**config.mk**
```make
export PLATFORM = sky130hd
export DESIGN_NAME = ksa_sub_pipe
export DESIGN_NICKNAME = d
export VERILOG_FILES = /design/src/rtl/ksa_sub_pipe.sv
export SDC_FILE = /design/constraint.sdc
export NUM_CORES = 1
export LEC_CHECK = 0
export ABC_CLOCK_PERIOD_IN_PS = 8650
export CAP_MARGIN = 20
export CORE_MARGIN = 4
export CORE_UTILIZATION = 50
export CTS_CLUSTER_SIZE = 16
export DETAILED_ROUTE_END_ITERATION = 7
export DONT_BUFFER_PORTS = 1
export MAX_ROUTING_LAYER = met4
export PLACE_DENSITY = 0.65
export SETUP_SLACK_MARGIN = 0.3
export SLEW_MARGIN = 20
export SYNTH_ARGS = -nofsm -noshare
export SYNTH_HDL_FRONTEND = slang
export SYNTH_SLANG_ARGS = --single-unit
```
**constraint.sdc**
```tcl
create_clock -name clk -period 8.65 [get_ports clk]
set_input_delay 0.865 -clock clk [delete_from_list [all_inputs] [get_ports clk]]
set_output_delay 0.865 -clock clk [all_outputs]
set_load 0.05 [all_outputs]
```
**src/rtl/ksa_sub_pipe.sv**
```systemverilog
// ksa_sub_pipe: pipelined unsigned subtractor d = a - b - bin built on a
// Kogge-Stone carry network (a + ~b + ~bin).  Operands are captured on the
// accepting edge, then three stages follow: bitwise G/P, the lower half of
// the prefix levels, and the upper half plus the sum XOR into d.
//
// Handshake: a transfer happens on a rising edge where valid & ready are both
// 1.  Input side: in_valid/in_ready, operands are taken on such an edge.
// Output side: out_valid/out_ready, d is retired on such an edge.  The whole
// pipeline moves as one when in_ready = out_ready | ~out_valid, otherwise
// every stage holds; a bubble travels as a stage with its valid bit clear.
module ksa_sub_pipe #(
   parameter int BITS   = 64,
   parameter int LEVELS = 6
) (
   input  logic            clk,
   input  logic            rst,
   input  logic [BITS-1:0] a,
   input  logic [BITS-1:0] b,
   input  logic            bin,
   input  logic            in_valid,
   output logic            in_ready,
   output logic [BITS:0]   d,
   output logic            out_valid,
   input  logic            out_ready
);

   // Number of prefix levels resolved in the middle stage
   localparam int HALF = (LEVELS + 1) / 2;

   // Operand capture
   logic            op_v;
   logic [BITS-1:0] op_a;
   logic [BITS-1:0] op_b;
   logic            op_bin;

   // Stage 1: bitwise generate / propagate
   logic            s1_v;
   logic [BITS-1:0] s1_g;
   logic [BITS-1:0] s1_p;
   logic            s1_cin;

   // Stage 2: partial prefix plus the original half-sum for the final XOR
   logic            s2_v;
   logic [BITS-1:0] s2_g;
   logic [BITS-1:0] s2_p;
   logic [BITS-1:0] s2_h;
   logic            s2_cin;

   logic [BITS-1:0] nb;
   logic [BITS-1:0] gen;
   logic [BITS-1:0] prop;
   logic [BITS-1:0] g_in;
   logic            cin;
   logic [BITS-1:0] sum;

   logic [HALF:0][BITS-1:0]        lo_g;
   logic [HALF:0][BITS-1:0]        lo_p;
   logic [LEVELS:HALF][BITS-1:0]   hi_g;
   logic [LEVELS-1:HALF][BITS-1:0] hi_p;

   assign in_ready = out_ready | ~out_valid;

   // Subtraction as addition of the one's complement; the carry-in (~bin) is
   // folded into bit 0's generate so the prefix tree yields true carries.
   assign nb   = ~op_b;
   assign cin  = ~op_bin;
   assign gen  = op_a & nb;
   assign prop = op_a ^ nb;
   assign g_in = {gen[BITS-1:1], gen[0] | (prop[0] & cin)};

   assign lo_g[0] = s1_g;
   assign lo_p[0] = s1_p;
   assign hi_g[HALF] = s2_g;
   assign hi_p[HALF] = s2_p;

   genvar k, i;
   // Lower prefix levels, evaluated between S1 and S2
   for (k = 0; k < HALF; k++) begin : g_lo
      for (i = 0; i < BITS; i++) begin : g_bit
         if (i >= (1 << k)) begin : g_op
            assign lo_g[k+1][i] = lo_g[k][i] | (lo_p[k][i] & lo_g[k][i-(1<<k)]);
            assign lo_p[k+1][i] = lo_p[k][i] & lo_p[k][i-(1<<k)];
         end else begin : g_pass
            assign lo_g[k+1][i] = lo_g[k][i];
            assign lo_p[k+1][i] = lo_p[k][i];
         end
      end
   end

   // Upper prefix levels, evaluated between S2 and S3; last level needs no P
   for (k = HALF; k < LEVELS; k++) begin : g_hi
      for (i = 0; i < BITS; i++) begin : g_bit
         if (i >= (1 << k)) begin : g_op
            assign hi_g[k+1][i] = hi_g[k][i] | (hi_p[k][i] & hi_g[k][i-(1<<k)]);
            if (k < LEVELS - 1) begin : g_pp
               assign hi_p[k+1][i] = hi_p[k][i] & hi_p[k][i-(1<<k)];
            end
         end else begin : g_pass
            assign hi_g[k+1][i] = hi_g[k][i];
            if (k < LEVELS - 1) begin : g_pp
               assign hi_p[k+1][i] = hi_p[k][i];
            end
         end
      end
   end

   // hi_g[LEVELS][i] is the carry out of bit i; bit i's carry-in is bit i-1's
   assign sum = s2_h ^ {hi_g[LEVELS][BITS-2:0], s2_cin};

   // Valid bits and the result register; reset overrides any handshake
   always_ff @(posedge clk) begin
      if (rst) begin
         op_v      <= 1'b0;
         s1_v      <= 1'b0;
         s2_v      <= 1'b0;
         out_valid <= 1'b0;
         d         <= '0;
      end else if (in_ready) begin
         op_v      <= in_valid;
         s1_v      <= op_v;
         s2_v      <= s1_v;
         out_valid <= s2_v;
         if (s2_v) begin
            d <= {~hi_g[LEVELS][BITS-1], sum};
         end
      end
   end

   // Datapath registers advance with the pipeline; operands only on a transfer
   always_ff @(posedge clk) begin
      if (in_ready) begin
         if (in_valid) begin
            op_a   <= a;
            op_b   <= b;
            op_bin <= bin;
         end
         s1_g   <= g_in;
         s1_p   <= prop;
         s1_cin <= cin;
         s2_g   <= lo_g[HALF];
         s2_p   <= lo_p[HALF];
         s2_h   <= s1_p;
         s2_cin <= s1_cin;
      end
   end

endmodule

```
==> flow_summary.ini <==
[grt]
grt_pass1_vias = 11600
grt_pass1_wl_um = 67100
track_usage = 0.201
overflow = 0
antenna_found_initial = 0
grt_max_degree = 162

[cells_and_area]
syn_to_final_growth_pct = 11.5
nFillCells = 3231
utilization = 0.567
drive_above_1_share = 0.0645
regArea_um2 = 14700
diodes = 0
design_area_um2 = 22700
final_nets = 1706
multi_input_area_um2 = 5200

[sta]
period_needed_ps = 4300
tightest_slew_ps = 1060
timing.fmax_mhz = 233
finalSetupViolations = 0
period_share = 0.497
fin_setup_tns_ps = 0
fin_worst_skew_ps = 13.3
relSlewSlack = 0.295
finalHoldViolCount = 0
drv_slew = 0
rsz0062_at_grt = false

[logic_synthesis]
syn-num-nets = 1669
synth.yosys.seq_area_share = 0.722
synth_edf_count = 443
synth_top_flop_cell = edfxtp_1
yosysTopAreaCell = edfxtp_1
syn_avg_cell_area_um2 = 13.8
syn_inst = 1472
yosysUniqueCellTypes = 50
ys_warn_count = 0
ys_seq_elements = 512
synthTopCellsByArea = edfxtp_1 65%, dfxtp_1 6.8%, ha_1 3.9%, a21oi_1 3.3%, nand2_1 2.3%
synthArstFlopShare = 0
syn_area_um2 = 20300
synth_top_area_share = 0.654

[worst_setup_path]
r2r-end = d[63]$_SDFFE_PP0P_
ff2ff_setup_slack_ps = 4760
cp-start-kind = flip-flop
worstPathRequired_ps = 7790
crit_type = flip-flop to output pin
slowest_stage = buf_4
cp_max_fo = 161
cp-end-kind = output pin
crit_path_max_incr_delay_ps = 890
reg2reg_depth = 6
path_cells = nand2b_4 > buf_4 > buf_12
cp.arrival_ps = 3430
reg2reg_from = out_valid$_SDFFE_PP0N_

[routing]
drtAntennaViolNets = 0
wl_um = 43800
drc = 0
drt-pass1-iter-count = 5
viasPerCell = 5.73
drt_iter0_markers = 1160
wire_per_inst_um = 21.1
vias = 11900

[cts]
cts_tree = yes
cts_resized = 0
clkLatencyLatePin_ps = 580
postCtsSetupBuffers = 0
cts_buffer_depth = 3
cts-hold-fix-buffers = 0
cts_num_sinks = 512
cts-root-buf = clkbuf_16
path_clk_slew_ps = 60
h-tree-depth = 2
cts_buffers = 52

[placement]
place_area_um2 = 20900
dpl.hpwl_um = 31100
gp_congestion = 0.908
port_buffers = 0

[floorplan]
rows = 73
die_y_um = 210
dieArea_um2 = 44000
initial_core_util = 0.508
die_x_um = 210
core_um2 = 40000
pin_count = 200

[hold_path]
min_from = rst
hp-class = input pin to flip-flop
hold_depth = 1
whs_endpoint = out_valid$_SDFFE_PP0N_

[power]
power_switching_uw = 1360
power_density_nw_per_um2 = 255
cellLeakagePower_uw = 0.00867
internal_power_uw = 4420
vdd_drop_max_mv = 0.154
seqPwrFrac = 0.541
pwr-share-clk = 0.395
pwr-share-comb = 0.065
swShare = 0.235

[run_status]
status = complete, no violations

[run]
max-cap-violations = 0
-- power groups by stage --
stage / Sequential (uW) / Clock [uW] / Combinational [uW]
2_1_floorplan: 3100 / 0 / 269
3_3_place_gp: 3170 / 0 / 367
3_5_place_dp: 3170 / 0 / 371
4_1_cts: 3120 / 2330 / 375
5_1_grt: 3150 / 2430 / 421
6_report: 3120 / 2280 / 373
-- registers in the layout, summed over array words and instances, names as in the netlist --
name / flops
op_a: 64
s2_g: 64
op_bin: 1
s1_cin: 1
out_valid: 1
d: 65
s2_p: 57
op_v: 1
s1_g: 64
s1_p: 64
s2_h: 63
s2_cin: 1
s2_v: 1
s1_v: 1
op_b: 64
-- layout by cell type, fill, tap and decap left out, drive strengths merged, types with 2 or more instances in the layout --
| cell | n |
|---|---|
| edfxtp | 443 |
| a21oi | 143 |
| nand2 | 125 |
| nor2 | 104 |
| o21ai | 97 |
| inv | 91 |
| clkbuf | 73 |
| dfxtp | 69 |
| ha | 64 |
| nand4 | 59 |
| a21o | 59 |
| xnor2 | 39 |
| nand3 | 16 |
| nor3 | 15 |
| clkinv | 15 |
| o21a | 13 |
| nor3b | 13 |
| nand2b | 13 |
| o21bai | 11 |
| a211oi | 10 |
| xor2 | 9 |
| nand3b | 8 |
| a21boi | 8 |
| o31ai | 7 |
| o22ai | 7 |
| or4 | 6 |
| a221oi | 6 |
| bufinv | 6 |
| buf | 4 |
| mux2i | 3 |
| a31oi | 2 |
| o211ai | 2 |
| nor4b | 2 |
| and2 | 2 |
-- critical path: cells and delay by family, from the launching register on --
family	cells	cell delay (ps)
buf+inv	2	1550
flops	1	490
simple gates	1	520
-- how the worst max path moves through the flow --
stage | start | end | slack (ps) | depth (start not counted)
floorplan | out_ready | op_a[0]$_DFFE_PP_ | 2730 | 3
global placement | out_ready | d[63]$_SDFFE_PP0P_ | 4180 | 6
detailed placement | out_ready | d[63]$_SDFFE_PP0P_ | 3980 | 6
CTS | out_valid$_SDFFE_PP0N_ | in_ready | 3940 | 3
global route | out_valid$_SDFFE_PP0N_ | in_ready | 4170 | 3
finish | out_valid$_SDFFE_PP0N_ | in_ready | 4350 | 3
-- cell type report --
cell class,count,area share
Clock buffer,73,0.0654
Clock inverter,23,0.0116
Inverter,90,0.0149
Multi-Input combinational cell,849,0.229
Sequential cell,512,0.648
Tap cell,525,0.0290
Timing Repair Buffer,4,0.00243
-- layer usage --
metal	vias up	global-route usage	wire length, um
li1	5602	-	-
met1	5746	0.290	19600
met2	462	0.283	19200
met3	76	0.0517	3830
met4	0	0.0641	1160
met5	-	-	0
-- cell families (layout without fill, tap and decap cells) --
| family | after synthesis | count (layout) | synth area share |
|---|---|---|---|
| compound gates | 369 | 369 | 0.109 |
| xor+xnor | 48 | 48 | 0.0207 |
| fa+ha+maj | 64 | 64 | 0.0394 |
| buf+inv | 111 | 190 | 0.0223 |
| flops | 512 | 512 | 0.722 |
| mux | 3 | 3 | 0.00148 |
| simple gates | 365 | 365 | 0.0852 |
-- synth_stat cells, types with 3 or more instances --
| cell | n |
|---|---|
| o22ai_1 | 7 |
| nand4_1 | 59 |
| dfxtp_1 | 69 |
| a221oi_1 | 6 |
| xor2_1 | 9 |
| clkbuf_1 | 6 |
| ha_1 | 64 |
| o21ai_1 | 7 |
| nor3b_1 | 13 |
| nand3b_1 | 8 |
| a21o_1 | 54 |
| xnor2_1 | 39 |
| nor3_1 | 15 |
| o21ai_0 | 90 |
| a211oi_1 | 10 |
| a21boi_0 | 8 |
| a21o_2 | 5 |
| o21bai_1 | 11 |
| nor2_1 | 102 |
| nand3_1 | 15 |
| mux2i_1 | 3 |
| buf_2 | 9 |
| inv_1 | 89 |
| o21a_1 | 13 |
| or4_1 | 6 |
| a21oi_2 | 8 |
| a21oi_1 | 135 |
| nand2b_1 | 12 |
| o31ai_1 | 7 |
| nand2_1 | 124 |
| edfxtp_1 | 443 |
-- stage by stage --
stage	hold WS, ps	worst slack [ps]	std cells	power, uW
5_1_grt	328	4170	2076	6000
3_5_place_dp	412	3980	1979	3540
4_1_cts	321	3940	2075	5830
2_1_floorplan	400	2730	1472	3370
6_report	357	4350	2076	5780
3_3_place_gp	404	4180	1979	3540
Power figures use the tool's default switching activity.
